File: config.mk
export PLATFORM = sky130hd
export DESIGN_NAME = hyper_ck_diff_mon
export DESIGN_NICKNAME = d
export VERILOG_FILES = /design/src/rtl/hyper_ck_diff_mon.sv
export SDC_FILE = /design/constraint.sdc
export NUM_CORES = 1
export LEC_CHECK = 0
export CORE_MARGIN = 2
export CORE_UTILIZATION = 54
export DETAILED_ROUTE_END_ITERATION = 10
export PLACE_DENSITY = 0.79
export SETUP_SLACK_MARGIN = 0.5
export SYNTH_ARGS = -nofsm -noshare
export SYNTH_HDL_FRONTEND = slang
export SYNTH_SLANG_ARGS = --single-unit
File: constraint.sdc
create_clock -name clk_i -period 2.65 [get_ports clk_i]
set_clock_uncertainty 0.2 [all_clocks]
set_input_delay 0.53 -clock clk_i [delete_from_list [all_inputs] [get_ports clk_i]]
set_output_delay 0.53 -clock clk_i [all_outputs]
set_load 0.01 [all_outputs]
File: src/rtl/hyper_ck_diff_mon.sv
// Receive-end monitor for the gated differential HyperBus clock pair CK/CK#.
// Synchronizes both legs, detects CK edges, counts rising edges, measures the
// CK period in clk_i cycles, tracks active/idle bursts and flags loss of
// complementarity between CK and CK#.
module hyper_ck_diff_mon #(
  parameter int unsigned SYNC_STAGES   = 2,
  parameter int unsigned IDLE_TIMEOUT  = 16,
  parameter int unsigned ERR_TOLERANCE = 2,
  parameter int unsigned CNT_W         = 16,
  parameter int unsigned PER_W         = 8
) (
  input  logic             clk_i,
  input  logic             rst_i,
  input  logic             ck_i,
  input  logic             ck_ni,
  input  logic             en_i,
  input  logic             clr_i,
  output logic             ck_o,
  output logic             rise_o,
  output logic             fall_o,
  output logic             active_o,
  output logic [CNT_W-1:0] edge_cnt_o,
  output logic [PER_W-1:0] period_o,
  output logic             period_valid_o,
  output logic             diff_err_o
);

  localparam int unsigned IDLE_W = $clog2(IDLE_TIMEOUT + 1);
  localparam int unsigned MM_MAX = ERR_TOLERANCE + 1;
  localparam int unsigned MM_W   = $clog2(MM_MAX + 1);

  typedef enum logic [1:0] {
    ST_DISABLED = 2'd0,
    ST_IDLE     = 2'd1,
    ST_ACTIVE   = 2'd2
  } state_e;

  logic [SYNC_STAGES-1:0] ck_sync_q;
  logic [SYNC_STAGES-1:0] ckn_sync_q;
  logic                   prev_q;
  logic                   ck_s;
  logic                   ckn_s;

  state_e                 state_q;
  logic                   active_q;
  logic [CNT_W-1:0]       edge_cnt_q;
  logic [PER_W-1:0]       period_q;
  logic                   period_valid_q;
  logic                   diff_err_q;
  logic [PER_W-1:0]       per_cnt_q;
  logic [IDLE_W-1:0]      idle_cnt_q;
  logic [MM_W-1:0]        mm_cnt_q;
  logic [MM_W-1:0]        mm_cnt_d;
  logic                   err_set_d;

  assign ck_s  = ck_sync_q[SYNC_STAGES-1];
  assign ckn_s = ckn_sync_q[SYNC_STAGES-1];

  assign ck_o           = ck_s;
  assign rise_o         = ck_s & ~prev_q & en_i;
  assign fall_o         = ~ck_s & prev_q & en_i;
  assign active_o       = active_q;
  assign edge_cnt_o     = edge_cnt_q;
  assign period_o       = period_q;
  assign period_valid_o = period_valid_q;
  assign diff_err_o     = diff_err_q;

  // Synchronizer chains; CK# resets high so the idle pair is complementary.
  always_ff @(posedge clk_i or posedge rst_i) begin
    if (rst_i) begin
      ck_sync_q  <= '0;
      ckn_sync_q <= '1;
      prev_q     <= 1'b0;
    end else begin
      ck_sync_q  <= {ck_sync_q[SYNC_STAGES-2:0], ck_i};
      ckn_sync_q <= {ckn_sync_q[SYNC_STAGES-2:0], ck_ni};
      prev_q     <= ck_s;
    end
  end

  // Run length of equal CK/CK# samples; error on the (tolerance+1)th one.
  always_comb begin
    mm_cnt_d  = mm_cnt_q;
    err_set_d = 1'b0;
    if (state_q != ST_DISABLED) begin
      if (ck_s == ckn_s) begin
        if (mm_cnt_q >= MM_W'(ERR_TOLERANCE)) begin
          err_set_d = 1'b1;
        end
        if (mm_cnt_q != MM_W'(MM_MAX)) begin
          mm_cnt_d = mm_cnt_q + MM_W'(1);
        end
      end else begin
        mm_cnt_d = '0;
      end
    end
  end

  // Burst FSM, edge counter, period measurement and sticky error flag.
  always_ff @(posedge clk_i or posedge rst_i) begin
    if (rst_i) begin
      state_q        <= ST_DISABLED;
      active_q       <= 1'b0;
      edge_cnt_q     <= '0;
      period_q       <= '0;
      period_valid_q <= 1'b0;
      diff_err_q     <= 1'b0;
      per_cnt_q      <= '0;
      idle_cnt_q     <= '0;
      mm_cnt_q       <= '0;
    end else begin
      mm_cnt_q <= mm_cnt_d;
      if (!en_i) begin
        state_q  <= ST_DISABLED;
        active_q <= 1'b0;
      end else begin
        case (state_q)
          ST_DISABLED: begin
            state_q <= ST_IDLE;
          end
          ST_IDLE: begin
            // First rise of a burst starts timing but has no prior rise to measure from.
            if (rise_o) begin
              state_q    <= ST_ACTIVE;
              active_q   <= 1'b1;
              per_cnt_q  <= PER_W'(1);
              idle_cnt_q <= '0;
              edge_cnt_q <= edge_cnt_q + CNT_W'(1);
            end
          end
          ST_ACTIVE: begin
            if (rise_o) begin
              per_cnt_q      <= PER_W'(1);
              edge_cnt_q     <= edge_cnt_q + CNT_W'(1);
              period_q       <= per_cnt_q;
              period_valid_q <= 1'b1;
            end else if (per_cnt_q != '1) begin
              per_cnt_q <= per_cnt_q + PER_W'(1);
            end
            if (rise_o || fall_o) begin
              idle_cnt_q <= '0;
            end else if (idle_cnt_q == IDLE_W'(IDLE_TIMEOUT - 1)) begin
              state_q        <= ST_IDLE;
              active_q       <= 1'b0;
              period_valid_q <= 1'b0;
              idle_cnt_q     <= '0;
            end else begin
              idle_cnt_q <= idle_cnt_q + IDLE_W'(1);
            end
          end
          default: begin
            state_q  <= ST_DISABLED;
            active_q <= 1'b0;
          end
        endcase
      end
      // Clear overrides a same-cycle rise; a same-cycle error set overrides clear.
      if (clr_i) begin
        edge_cnt_q     <= '0;
        period_q       <= '0;
        period_valid_q <= 1'b0;
        diff_err_q     <= 1'b0;
      end
      if (err_set_d) begin
        diff_err_q <= 1'b1;
      end
    end
  end

endmodule

==> results.md <==
* Status: completed
* Worst-Margin Slew at 0.373 ns
* Seq/Total Area, Yosys at 0.499
* WP data required at 1.92 ns
* Fin area at 3050 sq um
* H-tree levels at 2
* Worst skew pair latency at 0.31 ns
* CP bufs+invs at 1
* Height of the die at 71.5 microns
* Cell area after synthesis at 2460 sq um
* Fill cell count at 344
* Setup_tns at 0 ns
* Commonest non-fill, non-tap cell in the layout: dfrtp_1
* # nets final at 310
* Total Wirelength at 5080 microns
* Ant. Diodes at 0
* Min cycle time layout at 2.12 ns
* Via count at 1994
* Router iterations before antenna repair at 4
* CTS Root Cell: clkbuf_8
* Dpl ws at 0.0216 ns
* Unrepaired setup endpoints after global routing: yes
* Max Buffers Root-to-Sink at 2
* Sink Count at 49
* CTS tree: done
* Slew Viols, Final at 0
* Final Hold Viols at 0
* Top delay family on crit path: buffers and inverters
* Leakage Power at 1.32 nW
* Vias in the first global route at 1793
* Number of max-cap violations at 0
* IO Port Bufs at 35
* Critical Path AT at 1.39 ns
* Critical Path Slowest Stage Cell: clkdlybuf4s50_1
* Critical Path Fanout Max at 4
* First-pass GRT wire length at 8290 microns
* Fraction of layout cells with a size suffix above 1 at 0.121
* Ys Warns at 0
* Yosys reg bits at 49
* Max Clk Rate at 0.471 GHz
* Post-layout worst setup margin at 0.528 ns
* Initial antenna violation count at 0
* Largest net degree at the start of global routing at 27
* Crit Path Class: flop to output port
* Die area at 5110 sq um
* Die W at 71.5 microns
* Starting density of the core at 0.561
* DP Wirelength at 3560 microns
* Total CTS buffers at 5
* Grt total ovfl at 0
* DRC errors left at 0
* GPL Wtd Cong at 0.816
* Worst IR Drop VDD at 0.421 mV
* Max_slew headroom at 0.751
* FP Rows at 24
* Crit-path max cell delay at 0.59 ns
* Synthesized Nets at 265
* CORE AREA at 4380 sq um
* Clk pin slew, worst setup/hold paths at 0.10 ns
* Cell area after placement at 2890 sq um
* Startpoint Class: flop
* Post-synthesis cell count at 251
* Power per cell area at 578 nW/um^2
* # setup viols final at 0
* Initial DRC count at 134
* P&R area growth vs syn at 23.9%
* Avg WL per Cell at 14.6 microns
* Most frequent cells in the layout: 45 x dfrtp_1, 32 x clkdlybuf4s50_1, 31 x nand2_1, 25 x a21oi_1, 16 x nor2_1
* Final period util at 0.801
* Syn Area/Cell at 9.81 sq um
* GRT Util Overall at 0.206
* Post-route ant nets at 0
* Worst min path class: flop to flop
* Drt via density at 5.71
* CP Capture Type: output port
* I/O pin cnt at 36
* Cell variety after synth at 47
* Crit-path cells: clkdlybuf4s50_1
==> state kept, by name, indices dropped and copies added, names as in the netlist <==
register        cells
active_o            1
period_valid_o      1
diff_err_o          1
prev_q              1
edge_cnt_o         16
per_cnt_q           8
ck_sync_q           2
state_q             2
mm_cnt_q            2
idle_cnt_q          5
period_o            8
ckn_sync_q          2
==> cells in the mapped netlist (all sizes together) <==
cell / instances / area [sq um]
nor2: 16 / 60.1
nor3: 1 / 5.00
a21boi: 1 / 7.51
or3: 2 / 12.5
a21o: 1 / 7.51
or2: 2 / 12.5
and4b: 1 / 10.0
xnor2: 2 / 17.5
o21a: 1 / 7.51
o21ai: 12 / 60.1
a22o: 2 / 17.5
or4: 5 / 37.5
ha: 8 / 100
nor2b: 3 / 18.8
nand4b: 2 / 17.5
and2: 3 / 18.8
o221a: 1 / 11.3
a211o: 1 / 8.76
nand2b: 3 / 18.8
o31ai: 7 / 52.6
nand2: 31 / 116
o2bb2ai: 2 / 17.5
nand4: 6 / 52.6
and3: 4 / 25.0
buf: 5 / 45.0
o32ai: 1 / 8.76
nand3b: 2 / 15.0
inv: 15 / 56.3
xor2: 8 / 70.1
a21oi: 25 / 125
and4: 2 / 18.8
dfrtp: 47 / 1180
clkbuf: 5 / 18.8
nor3b: 1 / 7.51
dfstp: 2 / 52.6
and3b: 1 / 10.0
a31oi: 3 / 18.8
a31o: 2 / 17.5
mux2i: 5 / 50.1
o22ai: 3 / 18.8
a41oi: 1 / 8.76
nand3: 6 / 30.0
==> layout make-up <==
| class | instances | area, sq um | share of cell area |
|---|---|---|---|
| sequential | 49 | 1230 | 0.404 |
| multi-input combinational | 178 | 1130 | 0.369 |
| timing repair buffer | 47 | 452 | 0.148 |
| clock buffer | 6 | 82.6 | 0.0271 |
| tap | 52 | 65.1 | 0.0213 |
| inverter | 15 | 56.3 | 0.0185 |
| clock inverter | 2 | 37.5 | 0.0123 |
==> layer usage <==
metal / vias up / wire [microns] / GRT usage
met5: - / 0 / 0
met4: 0 / 63 / 0.0671
met3: 7 / 177 / 0.0478
met2: 39 / 2420 / 0.325
met1: 969 / 2420 / 0.282
li1: 979 / - / -
==> per-stage QoR <==
| stage | power, mW | util | std cells | hold slack, ns |
|---|---|---|---|---|
| final | 1.76 | 0.696 | 349 | 0.162 |
| after global routing | 1.86 | 0.696 | 349 | 0.168 |
| after CTS | 1.78 | 0.691 | 347 | 0.165 |
| after detailed placement | 1.21 | 0.658 | 336 | 0.143 |
| after global placement | 1.20 | 0.658 | 336 | 0.137 |
| after floorplan | 1.10 | - | 251 | 0.131 |
==> power breakdown <==
part           switching (mW)  leakage, nW  total [mW]  internal (mW)
Clock                   0.249       0.0574       0.556          0.307
Combinational           0.183        0.602       0.337          0.154
Sequential             0.0585        0.658       0.871          0.812
Total                   0.491         1.32        1.76           1.27
==> worst paths after layout <==
check	slack [ns]	depth (start not counted)	endpoint	startpoint
max	0.53	1	edge_cnt_o[9]	edge_cnt_o[9]
min	0.16	0	ckn_sync_q[1]	ckn_sync_q[0]
max reg2reg	0.58	7	edge_cnt_o[8]	state_q[0]
min reg2reg	0.16	0	ckn_sync_q[1]	ckn_sync_q[0]
max in group asynchronous	1.32	3	ckn_sync_q[1]	rst_i
min in group asynchronous	0.31	2	edge_cnt_o[0]	rst_i
==> kinds of logic (layout without fill, tap and decap cells) <==
family	after synthesis	in the layout	share of synthesized area
compound gates	63	63	0.158
xor+xnor	10	10	0.0356
fa+ha+maj	8	8	0.0407
buf+inv	25	70	0.0488
flops	49	49	0.499
mux	5	5	0.0203
simple gates	91	92	0.198
==> repair_timing <==
action / 4_1_cts / 5_1_grt
buffers inserted: 3 / 1
resized for setup: 7 / 1
hold buffers: 0 / 0
endpoints found under the setup margin: 10 / 5
pin swaps: 0 / 1
gates cloned: 0 / 1
Note: power is estimated with default switching activity, not from simulation.
